<file path="src/rtl/gshare_branch_predictor_pkg.sv">
// Shared types and helpers for the gshare direction predictor.
// Holds the predictor FSM states, the branch outcome type and the counter reset value.
package gshare_branch_predictor_pkg;

    typedef enum logic {
        PRED_INIT = 1'b0,
        PRED_RUN  = 1'b1
    } predictor_state_t;

    typedef enum logic {
        BRANCH_NOT_TAKEN = 1'b0,
        BRANCH_TAKEN     = 1'b1
    } branch_outcome_t;

    // Weakly-not-taken: the largest value whose MSB is still clear.
    function automatic int unsigned ctr_init(input int unsigned ctr_bits);
        return (32'd1 << (ctr_bits - 1)) - 32'd1;
    endfunction

    function automatic branch_outcome_t to_branch_outcome(input logic taken);
        return taken ? BRANCH_TAKEN : BRANCH_NOT_TAKEN;
    endfunction

endpackage

</file>
<file path="src/rtl/gshare_branch_predictor_if.sv">
// Prediction and resolution signals between the core pipeline (master)
// and the gshare predictor (slave).
interface gshare_branch_predictor_if #(
    parameter int ADDR_WIDTH = 32
);
    logic                  pred_valid;
    logic [ADDR_WIDTH-1:0] pred_pc;
    logic                  pred_taken;
    logic                  ready;
    logic                  res_valid;
    logic                  res_taken;
    logic                  res_mispredict;
    logic                  squash;

    modport master (
        output pred_valid, pred_pc, res_valid, res_taken, res_mispredict, squash,
        input  pred_taken, ready
    );

    modport slave (
        input  pred_valid, pred_pc, res_valid, res_taken, res_mispredict, squash,
        output pred_taken, ready
    );
endinterface

</file>
<file path="src/rtl/gshare_branch_predictor_fifo.sv">
// In-order FIFO of pattern-table indices for predicted-but-unresolved branches.
// Pointers wrap modulo DEPTH; full/empty derive from the occupancy counter.
module bp_index_fifo #(
    parameter int WIDTH = 10,
    parameter int DEPTH = 4
) (
    input  logic                         clk,
    input  logic                         rst_n,
    input  logic                         push,
    input  logic [WIDTH-1:0]             push_data,
    input  logic                         pop,
    input  logic                         clear,
    output logic [WIDTH-1:0]             head,
    output logic [$clog2(DEPTH+1)-1:0]   count,
    output logic                         full,
    output logic                         empty
);
    localparam int PTR_W = (DEPTH > 1) ? $clog2(DEPTH) : 1;
    localparam int CNT_W = $clog2(DEPTH + 1);
    localparam logic [PTR_W-1:0] PTR_LAST = PTR_W'(DEPTH - 1);

    logic [WIDTH-1:0] mem_q [DEPTH];
    logic [PTR_W-1:0] wr_ptr_q, wr_ptr_d;
    logic [PTR_W-1:0] rd_ptr_q, rd_ptr_d;
    logic [CNT_W-1:0] count_q, count_d;
    logic             do_push, do_pop;

    assign full    = (count_q == CNT_W'(DEPTH));
    assign empty   = (count_q == '0);
    assign do_push = push & ~full & ~clear;
    assign do_pop  = pop & ~empty & ~clear;
    assign head    = mem_q[rd_ptr_q];
    assign count   = count_q;

    always_comb begin
        wr_ptr_d = wr_ptr_q;
        rd_ptr_d = rd_ptr_q;
        count_d  = count_q;
        if (clear) begin
            wr_ptr_d = '0;
            rd_ptr_d = '0;
            count_d  = '0;
        end else begin
            if (do_push) begin
                wr_ptr_d = (wr_ptr_q == PTR_LAST) ? '0 : wr_ptr_q + 1'b1;
            end
            if (do_pop) begin
                rd_ptr_d = (rd_ptr_q == PTR_LAST) ? '0 : rd_ptr_q + 1'b1;
            end
            count_d = count_q + CNT_W'(do_push) - CNT_W'(do_pop);
        end
    end

    always_ff @(posedge clk) begin
        if (!rst_n) begin
            wr_ptr_q <= '0;
            rd_ptr_q <= '0;
            count_q  <= '0;
        end else begin
            wr_ptr_q <= wr_ptr_d;
            rd_ptr_q <= rd_ptr_d;
            count_q  <= count_d;
        end
    end

    // Slot payloads need no reset: a slot is only read after it was written.
    for (genvar gi = 0; gi < DEPTH; gi++) begin : g_slot
        always_ff @(posedge clk) begin
            if (do_push && (wr_ptr_q == PTR_W'(gi))) begin
                mem_q[gi] <= push_data;
            end
        end
    end

endmodule

</file>
<file path="src/rtl/gshare_branch_predictor.sv">
// Gshare direction predictor: PC/GHR-hashed table of saturating counters trained in order.
// Optional statistics counters enabled by defining BRANCH_PREDICTOR_STATS_EN.
module gshare_branch_predictor
    import gshare_branch_predictor_pkg::*;
#(
    parameter int ADDR_WIDTH     = 32,
    parameter int INDEX_BITS     = 10,
    parameter int HIST_BITS      = 10,
    parameter int CTR_BITS       = 2,
    parameter int INFLIGHT_DEPTH = 4
) (
    input  logic                                clk,
    input  logic                                rst_n,
    gshare_branch_predictor_if.slave            bus,
    output logic                                overflow,
    output logic [$clog2(INFLIGHT_DEPTH+1)-1:0] inflight_count,
    output logic [31:0]                         stat_predictions,
    output logic [31:0]                         stat_mispredicts
);
    localparam int TABLE_DEPTH = 1 << INDEX_BITS;
    localparam int CNT_W       = $clog2(INFLIGHT_DEPTH + 1);
    localparam logic [CTR_BITS-1:0] CTR_MAX  = '1;
    localparam logic [CTR_BITS-1:0] CTR_WNT  = CTR_BITS'(ctr_init(CTR_BITS));

    logic [CTR_BITS-1:0]   table_mem [TABLE_DEPTH];

    predictor_state_t      state_q, state_d;
    logic [INDEX_BITS-1:0] init_idx_q, init_idx_d;
    logic [HIST_BITS-1:0]  ghr_q, ghr_d;
    logic                  overflow_q, overflow_d;

    logic                  is_run;
    logic [INDEX_BITS-1:0] pred_idx;
    logic [HIST_BITS:0]    ghr_shift;
    logic                  mispredict_flush;
    logic                  push_accept, fifo_push, fifo_pop, fifo_clear;
    logic [INDEX_BITS-1:0] fifo_head;
    logic [CNT_W-1:0]      fifo_count;
    logic                  fifo_full, fifo_empty;
    logic [CTR_BITS-1:0]   train_ctr, train_ctr_next;
    logic                  tbl_we;
    logic [INDEX_BITS-1:0] tbl_waddr;
    logic [CTR_BITS-1:0]   tbl_wdata;

    assign is_run           = (state_q == PRED_RUN);
    assign pred_idx         = bus.pred_pc[INDEX_BITS+1:2] ^ INDEX_BITS'(ghr_q);
    assign ghr_shift        = {ghr_q, bus.res_taken};
    assign mispredict_flush = bus.res_valid & bus.res_mispredict;

    // A wrong-path or flushed push still counts as a delivered prediction.
    assign push_accept = is_run & bus.pred_valid & ~fifo_full;
    assign fifo_push   = push_accept & ~mispredict_flush & ~bus.squash;
    assign fifo_pop    = is_run & bus.res_valid & ~fifo_empty;
    assign fifo_clear  = is_run & (bus.squash | mispredict_flush);

    bp_index_fifo #(
        .WIDTH (INDEX_BITS),
        .DEPTH (INFLIGHT_DEPTH)
    ) u_fifo (
        .clk       (clk),
        .rst_n     (rst_n),
        .push      (fifo_push),
        .push_data (pred_idx),
        .pop       (fifo_pop),
        .clear     (fifo_clear),
        .head      (fifo_head),
        .count     (fifo_count),
        .full      (fifo_full),
        .empty     (fifo_empty)
    );

    // Prediction reads the table before any same-cycle training write lands.
    assign bus.pred_taken = rst_n & is_run & ~fifo_full & table_mem[pred_idx][CTR_BITS-1];
    assign bus.ready      = rst_n & is_run & ~fifo_full;
    assign overflow       = overflow_q;
    assign inflight_count = fifo_count;

    assign train_ctr = table_mem[fifo_head];
    always_comb begin
        train_ctr_next = train_ctr;
        if (bus.res_taken) begin
            if (train_ctr != CTR_MAX) train_ctr_next = train_ctr + 1'b1;
        end else begin
            if (train_ctr != '0) train_ctr_next = train_ctr - 1'b1;
        end
    end

    always_comb begin
        state_d    = state_q;
        init_idx_d = init_idx_q;
        ghr_d      = ghr_q;
        overflow_d = overflow_q;
        tbl_we     = 1'b0;
        tbl_waddr  = fifo_head;
        tbl_wdata  = train_ctr_next;
        case (state_q)
            PRED_INIT: begin
                tbl_we     = 1'b1;
                tbl_waddr  = init_idx_q;
                tbl_wdata  = CTR_WNT;
                init_idx_d = init_idx_q + 1'b1;
                if (init_idx_q == '1) state_d = PRED_RUN;
            end
            PRED_RUN: begin
                tbl_we = fifo_pop;
                if (bus.res_valid) ghr_d = ghr_shift[HIST_BITS-1:0];
                if (bus.pred_valid && fifo_full) overflow_d = 1'b1;
            end
            default: state_d = PRED_INIT;
        endcase
    end

    always_ff @(posedge clk) begin
        if (!rst_n) begin
            state_q    <= PRED_INIT;
            init_idx_q <= '0;
            ghr_q      <= '0;
            overflow_q <= 1'b0;
        end else begin
            state_q    <= state_d;
            init_idx_q <= init_idx_d;
            ghr_q      <= ghr_d;
            overflow_q <= overflow_d;
        end
    end

    // Table contents are rebuilt by the INIT sweep, so the array itself has no reset.
    always_ff @(posedge clk) begin
        if (rst_n && tbl_we) begin
            table_mem[tbl_waddr] <= tbl_wdata;
        end
    end

`ifdef BRANCH_PREDICTOR_STATS_EN
    logic [31:0] stat_pred_q, stat_pred_d;
    logic [31:0] stat_misp_q, stat_misp_d;

    always_comb begin
        stat_pred_d = stat_pred_q + 32'(push_accept);
        stat_misp_d = stat_misp_q + 32'(is_run & mispredict_flush);
    end

    always_ff @(posedge clk) begin
        if (!rst_n) begin
            stat_pred_q <= '0;
            stat_misp_q <= '0;
        end else begin
            stat_pred_q <= stat_pred_d;
            stat_misp_q <= stat_misp_d;
        end
    end

    assign stat_predictions = stat_pred_q;
    assign stat_mispredicts = stat_misp_q;
`else
    assign stat_predictions = 32'd0;
    assign stat_mispredicts = 32'd0;
`endif

endmodule

</file>
<file path="src/flat_wrapper.sv">
// flat-port wrapper written by rule: the top's interface ports become plain ports
module gshare_branch_predictor_flat import gshare_branch_predictor_pkg::*;
#(
    parameter int ADDR_WIDTH     = 32,
    parameter int INDEX_BITS     = 10,
    parameter int HIST_BITS      = 10,
    parameter int CTR_BITS       = 2,
    parameter int INFLIGHT_DEPTH = 4
)
  (clk, rst_n, overflow, inflight_count, stat_predictions, stat_mispredicts, bus_pred_valid, bus_pred_pc, bus_res_valid, bus_res_taken, bus_res_mispredict, bus_squash, bus_pred_taken, bus_ready);
  gshare_branch_predictor_if #(.ADDR_WIDTH(ADDR_WIDTH)) bus_i ();
  input  logic clk;
  input  logic rst_n;
  output logic overflow;
  output logic [$clog2(INFLIGHT_DEPTH+1)-1:0] inflight_count;
  output logic [31:0] stat_predictions;
  output logic [31:0] stat_mispredicts;
  input wire logic [$bits(bus_i.pred_valid)-1:0] bus_pred_valid;
  input wire logic [$bits(bus_i.pred_pc)-1:0] bus_pred_pc;
  input wire logic [$bits(bus_i.res_valid)-1:0] bus_res_valid;
  input wire logic [$bits(bus_i.res_taken)-1:0] bus_res_taken;
  input wire logic [$bits(bus_i.res_mispredict)-1:0] bus_res_mispredict;
  input wire logic [$bits(bus_i.squash)-1:0] bus_squash;
  output wire logic [$bits(bus_i.pred_taken)-1:0] bus_pred_taken;
  output wire logic [$bits(bus_i.ready)-1:0] bus_ready;
  assign bus_i.pred_valid = bus_pred_valid;
  assign bus_i.pred_pc = bus_pred_pc;
  assign bus_i.res_valid = bus_res_valid;
  assign bus_i.res_taken = bus_res_taken;
  assign bus_i.res_mispredict = bus_res_mispredict;
  assign bus_i.squash = bus_squash;
  assign bus_pred_taken = bus_i.pred_taken;
  assign bus_ready = bus_i.ready;
  gshare_branch_predictor #(.ADDR_WIDTH(ADDR_WIDTH), .INDEX_BITS(INDEX_BITS), .HIST_BITS(HIST_BITS), .CTR_BITS(CTR_BITS), .INFLIGHT_DEPTH(INFLIGHT_DEPTH)) u_core (.clk(clk), .rst_n(rst_n), .bus(bus_i), .overflow(overflow), .inflight_count(inflight_count), .stat_predictions(stat_predictions), .stat_mispredicts(stat_mispredicts));
endmodule
</file>
<file path="config.mk">
export PLATFORM = sky130hd
export DESIGN_NAME = gshare_branch_predictor_flat
export DESIGN_NICKNAME = d
export VERILOG_FILES = /design/src/rtl/gshare_branch_predictor_pkg.sv /design/src/rtl/gshare_branch_predictor_if.sv /design/src/rtl/gshare_branch_predictor_fifo.sv /design/src/rtl/gshare_branch_predictor.sv /design/src/flat_wrapper.sv
export SDC_FILE = /design/constraint.sdc
export NUM_CORES = 2
export LEC_CHECK = 0
export CAP_MARGIN = 40
export CORE_MARGIN = 1
export CORE_UTILIZATION = 35
export CTS_BUF_LIST = sky130_fd_sc_hd__clkbuf_8
export CTS_CLUSTER_DIAMETER = 80
export DETAILED_ROUTE_END_ITERATION = 10
export GPL_ROUTABILITY_DRIVEN = 0
export PLACE_DENSITY = 0.48
export SYNTH_ARGS = -nofsm -noshare
export SYNTH_HDL_FRONTEND = slang
export SYNTH_HIERARCHICAL = 1
export SYNTH_SLANG_ARGS = --single-unit
</file>
<file path="constraint.sdc">
create_clock -name clk -period 54.3 [get_ports clk]
set_input_delay 5.43 -clock clk [delete_from_list [all_inputs] [get_ports clk]]
set_output_delay 5.43 -clock clk [all_outputs]
set_load 0.01 [all_outputs]
</file>
==> impl_metrics.toml <==
[logic_synthesis]
synth_cells = 5642
yosys_warnings = 6
syn_avg_cell_area_um2 = 16.92
syn_area_um2 = 95450
synthTopCellsByArea = "edfxtp_1 66%, mux4_2 19%, nor2_1 4.3%"
synth.top_cell.area_share_pct = 65.69
synthMuxAreaShare_pct = 20.73
synthAdderAreaFrac_pct = 0.1258
synth_edf_count = 2088
synth_flop_cell = "edfxtp_1"
ys_seq_area_share_pct = 66.34
synthArstFlopShare_pct = 0
synthSimpleGateAreaFrac_pct = 6.806
synth-compound-area-share_pct = 2.711
synth_top_family_by_area = "multiplexers"
synth_xor_area_share_pct = 0.1914
ys_ff_latch = 2119
ys_types = 83
netlist.top_cell.by_area = "edfxtp_1"

[cts]
cts-hold-fix-buffers = 0
clockRootBuffer = "clkbuf_8"
numCtsBuffers = 383
h-tree-depth = 5
clock_latency_ps = 1120
clock-sinks = 2119
cts_resized = 0
cts_setup_buffers = 0
path_clk_slew_ps = 60
cts.path.max_buffers = 4
cts_tree = "built"

[pwr]
pwr-share-clk_pct = 43.0
internal-power_w = 0.002519
pwr-share-seq_pct = 54.4
leakage_nw = 34.12
netSwitchingPower_w = 0.0007352
power_frac_comb_pct = 2.6
p_sw_share_pct = 22.59
peakVddDrop_v = 0.00002720
powerDensity_nw_per_um2 = 30.32

[flow_run]
maxCapViolations = 0

[sta]
setup_tns_ps = 0
setup_viol = 0
relSlewSlack_pct = 22.02
rsz0062_at_grt = "no"
final.period_utilization_pct = 31.92
hold_viol_final = 0
setup_slack_ps = 36970
finalClockSkew_ps = 97.84
fmax_mhz = 57.69
finalCriticalPeriod_ps = 17330
tightest_slew_ps = 1170
maxSlewViolCount = 0

[die]
start_util_pct = 35.22
core_um2 = 271000
die-width_um = 524.2
ioPinCount = 109
die_area_um2 = 274800
die_y_um = 524.2
num_rows = 191

[global_route]
grt_pass1_vias = 57960
grt_max_degree = 251
grtUsageTotal_pct = 24.52
antenna_found_initial = 26
grt-ovfl-total = 0
grt_pass1_wl_um = 467100

[route]
wirelength_um = 336900
via_per_inst = 5.916
drt_iter0_drc = 6885
num_vias = 57220
wire_per_inst_um = 34.83
post-route-drc-count = 0
dr.pass1.iters = 5
antenna_left = 0

[final_layout]
nets = 5857
final_cell_mix = "2088 x edfxtp_1, 1082 x nor2_1, 804 x mux4_2, 393 x clkbuf_8, 241 x nand2_1"
synthToLayoutAreaGrowth_pct = 12.43
final_common_cell = "edfxtp_1"
drive_gt1_share_pct = 26.46

[placed_design]
port-buffer-count = 22
dpl.hpwl_um = 199000
pre_cts_ws_ps = 36850

[worst_setup_path]
required_ps = 48870
path_class = "in -> out"
crit_path_max_fanout = 35
critPathLaunchType = "input pin"
worstPathArrival_ps = 11900
end_kind = "output port"

[run_status]
outcome = "completed"

[hold_path]
hp-class = "reg -> reg"
## critical path, stage by stage
cell	delay [ps]
clkdlybuf4s50_1	550
xor2_4	430
buf_4	610
buf_4	610
buf_4	730
mux4_2	600
mux4_2	520
a22o_1	330
a221oi_1	740
o22ai_1	220
a211oi_1	300
nor3_1	200
clkdlybuf4s50_1	510
## flip-flops by register name (all words and copies together), names as in the netlist, named ones only
register	count
u_core/ghr_q	10
u_core/init_idx_q	10
u_core/is_run	1
u_core/overflow	1
u_core/table_mem	2048
u_core/u_fifo/count	3
u_core/u_fifo/mem_q	40
u_core/u_fifo/rd_ptr_q	2
u_core/u_fifo/wr_ptr_q	2
## through the flow
step                util (%)  std cells  total power, W  hold slack [ps]  instance area (um^2)
finish                 39.60       9672        0.003254            474.8                107300
floorplan                  -       5705        0.001855            453.9                 95690
CTS                    39.58       9661        0.003283            477.6                107300
detailed placement     37.05       8989        0.001889            470.4                100400
global placement       36.71       8931        0.001887            472.9                 99480
global route           39.60       9670        0.003352            505.8                107300
## routing by layer
| layer | part of all wire (%) | wire length [um] | global-route usage [%] |
|---|---|---|---|
| met1 | 41 | 137600 | 33.32 |
| met4 | 3.6 | 12260 | 8.873 |
| met5 | 0.026 | 88 | 0 |
| met2 | 47 | 158700 | 38.97 |
| met3 | 8.4 | 28160 | 5.009 |
## kinds of logic after synthesis
| group | after synthesis |
|---|---|
| mux | 964 |
| buf+inv | 567 |
| compound gates | 364 |
| flops | 2119 |
| fa+ha+maj | 9 |
| other cells | 1 |
| xor+xnor | 20 |
| simple gates | 1598 |
## cell usage after synthesis (4+ instances only)
| cell | n |
|---|---|
| o21ai_0 | 44 |
| nand4_1 | 7 |
| buf_1 | 64 |
| buf_6 | 38 |
| inv_1 | 19 |
| and3_1 | 15 |
| nor2_1 | 1092 |
| nand3_1 | 83 |
| nand2b_1 | 16 |
| nor2b_1 | 23 |
| a22oi_1 | 51 |
| a21boi_0 | 12 |
| a31oi_1 | 21 |
| buf_2 | 84 |
| or2_2 | 5 |
| nor3_1 | 41 |
| o221ai_1 | 19 |
| xnor2_1 | 15 |
| dfxtp_1 | 31 |
| xor2_1 | 4 |
| mux2_2 | 13 |
| nand2_1 | 258 |
| nor4_1 | 13 |
| a22o_1 | 21 |
| o31ai_1 | 5 |
| or3_1 | 8 |
| a311oi_1 | 11 |
| o22ai_1 | 36 |
| buf_4 | 113 |
| a221oi_1 | 19 |
| mux2i_1 | 141 |
| a211o_1 | 5 |
| ha_1 | 8 |
| a211oi_1 | 10 |
| a2111oi_0 | 6 |
| clkbuf_1 | 244 |
| o211ai_1 | 9 |
| edfxtp_1 | 2088 |
| a21oi_1 | 51 |
| o2111ai_1 | 5 |
| and2_1 | 22 |
| mux4_2 | 809 |
## final timing paths
check	from	endpoint	slack, ps	depth (start not counted)
worst max-delay path	bus_pred_pc[2]	bus_pred_taken	36970	13
worst min-delay path	u_core/ghr_q[9]	u_core/ghr_q[9]	470	2
worst min register to register	u_core/ghr_q[9]	u_core/ghr_q[9]	470	2
worst max register to register	flop	u_core/table_mem[157][1]	42950	21
## power by group through the flow
stage,Clock (W),Sequential (W),Combinational [W]
after floorplan,0,0.00180,0.0000511
after global placement,0,0.00180,0.0000827
after detailed placement,0,0.00180,0.0000844
after CTS,0.00143,0.00177,0.0000846
after global routing,0.00149,0.00177,0.0000875
final,0.00140,0.00177,0.0000846
## cell type report
cell class,count,area (um^2)
Tap cell,3570,4467
Clock buffer,393,5409
Multi-Input combinational cell,3019,29890
Antenna cell,6,15.01
Timing Repair Buffer,263,2688
Sequential cell,2119,63320
Fill cell,24880,163700
Clock inverter,279,1434
Inverter,23,92.59
No activity file was read; power rests on OpenSTA's default activity.
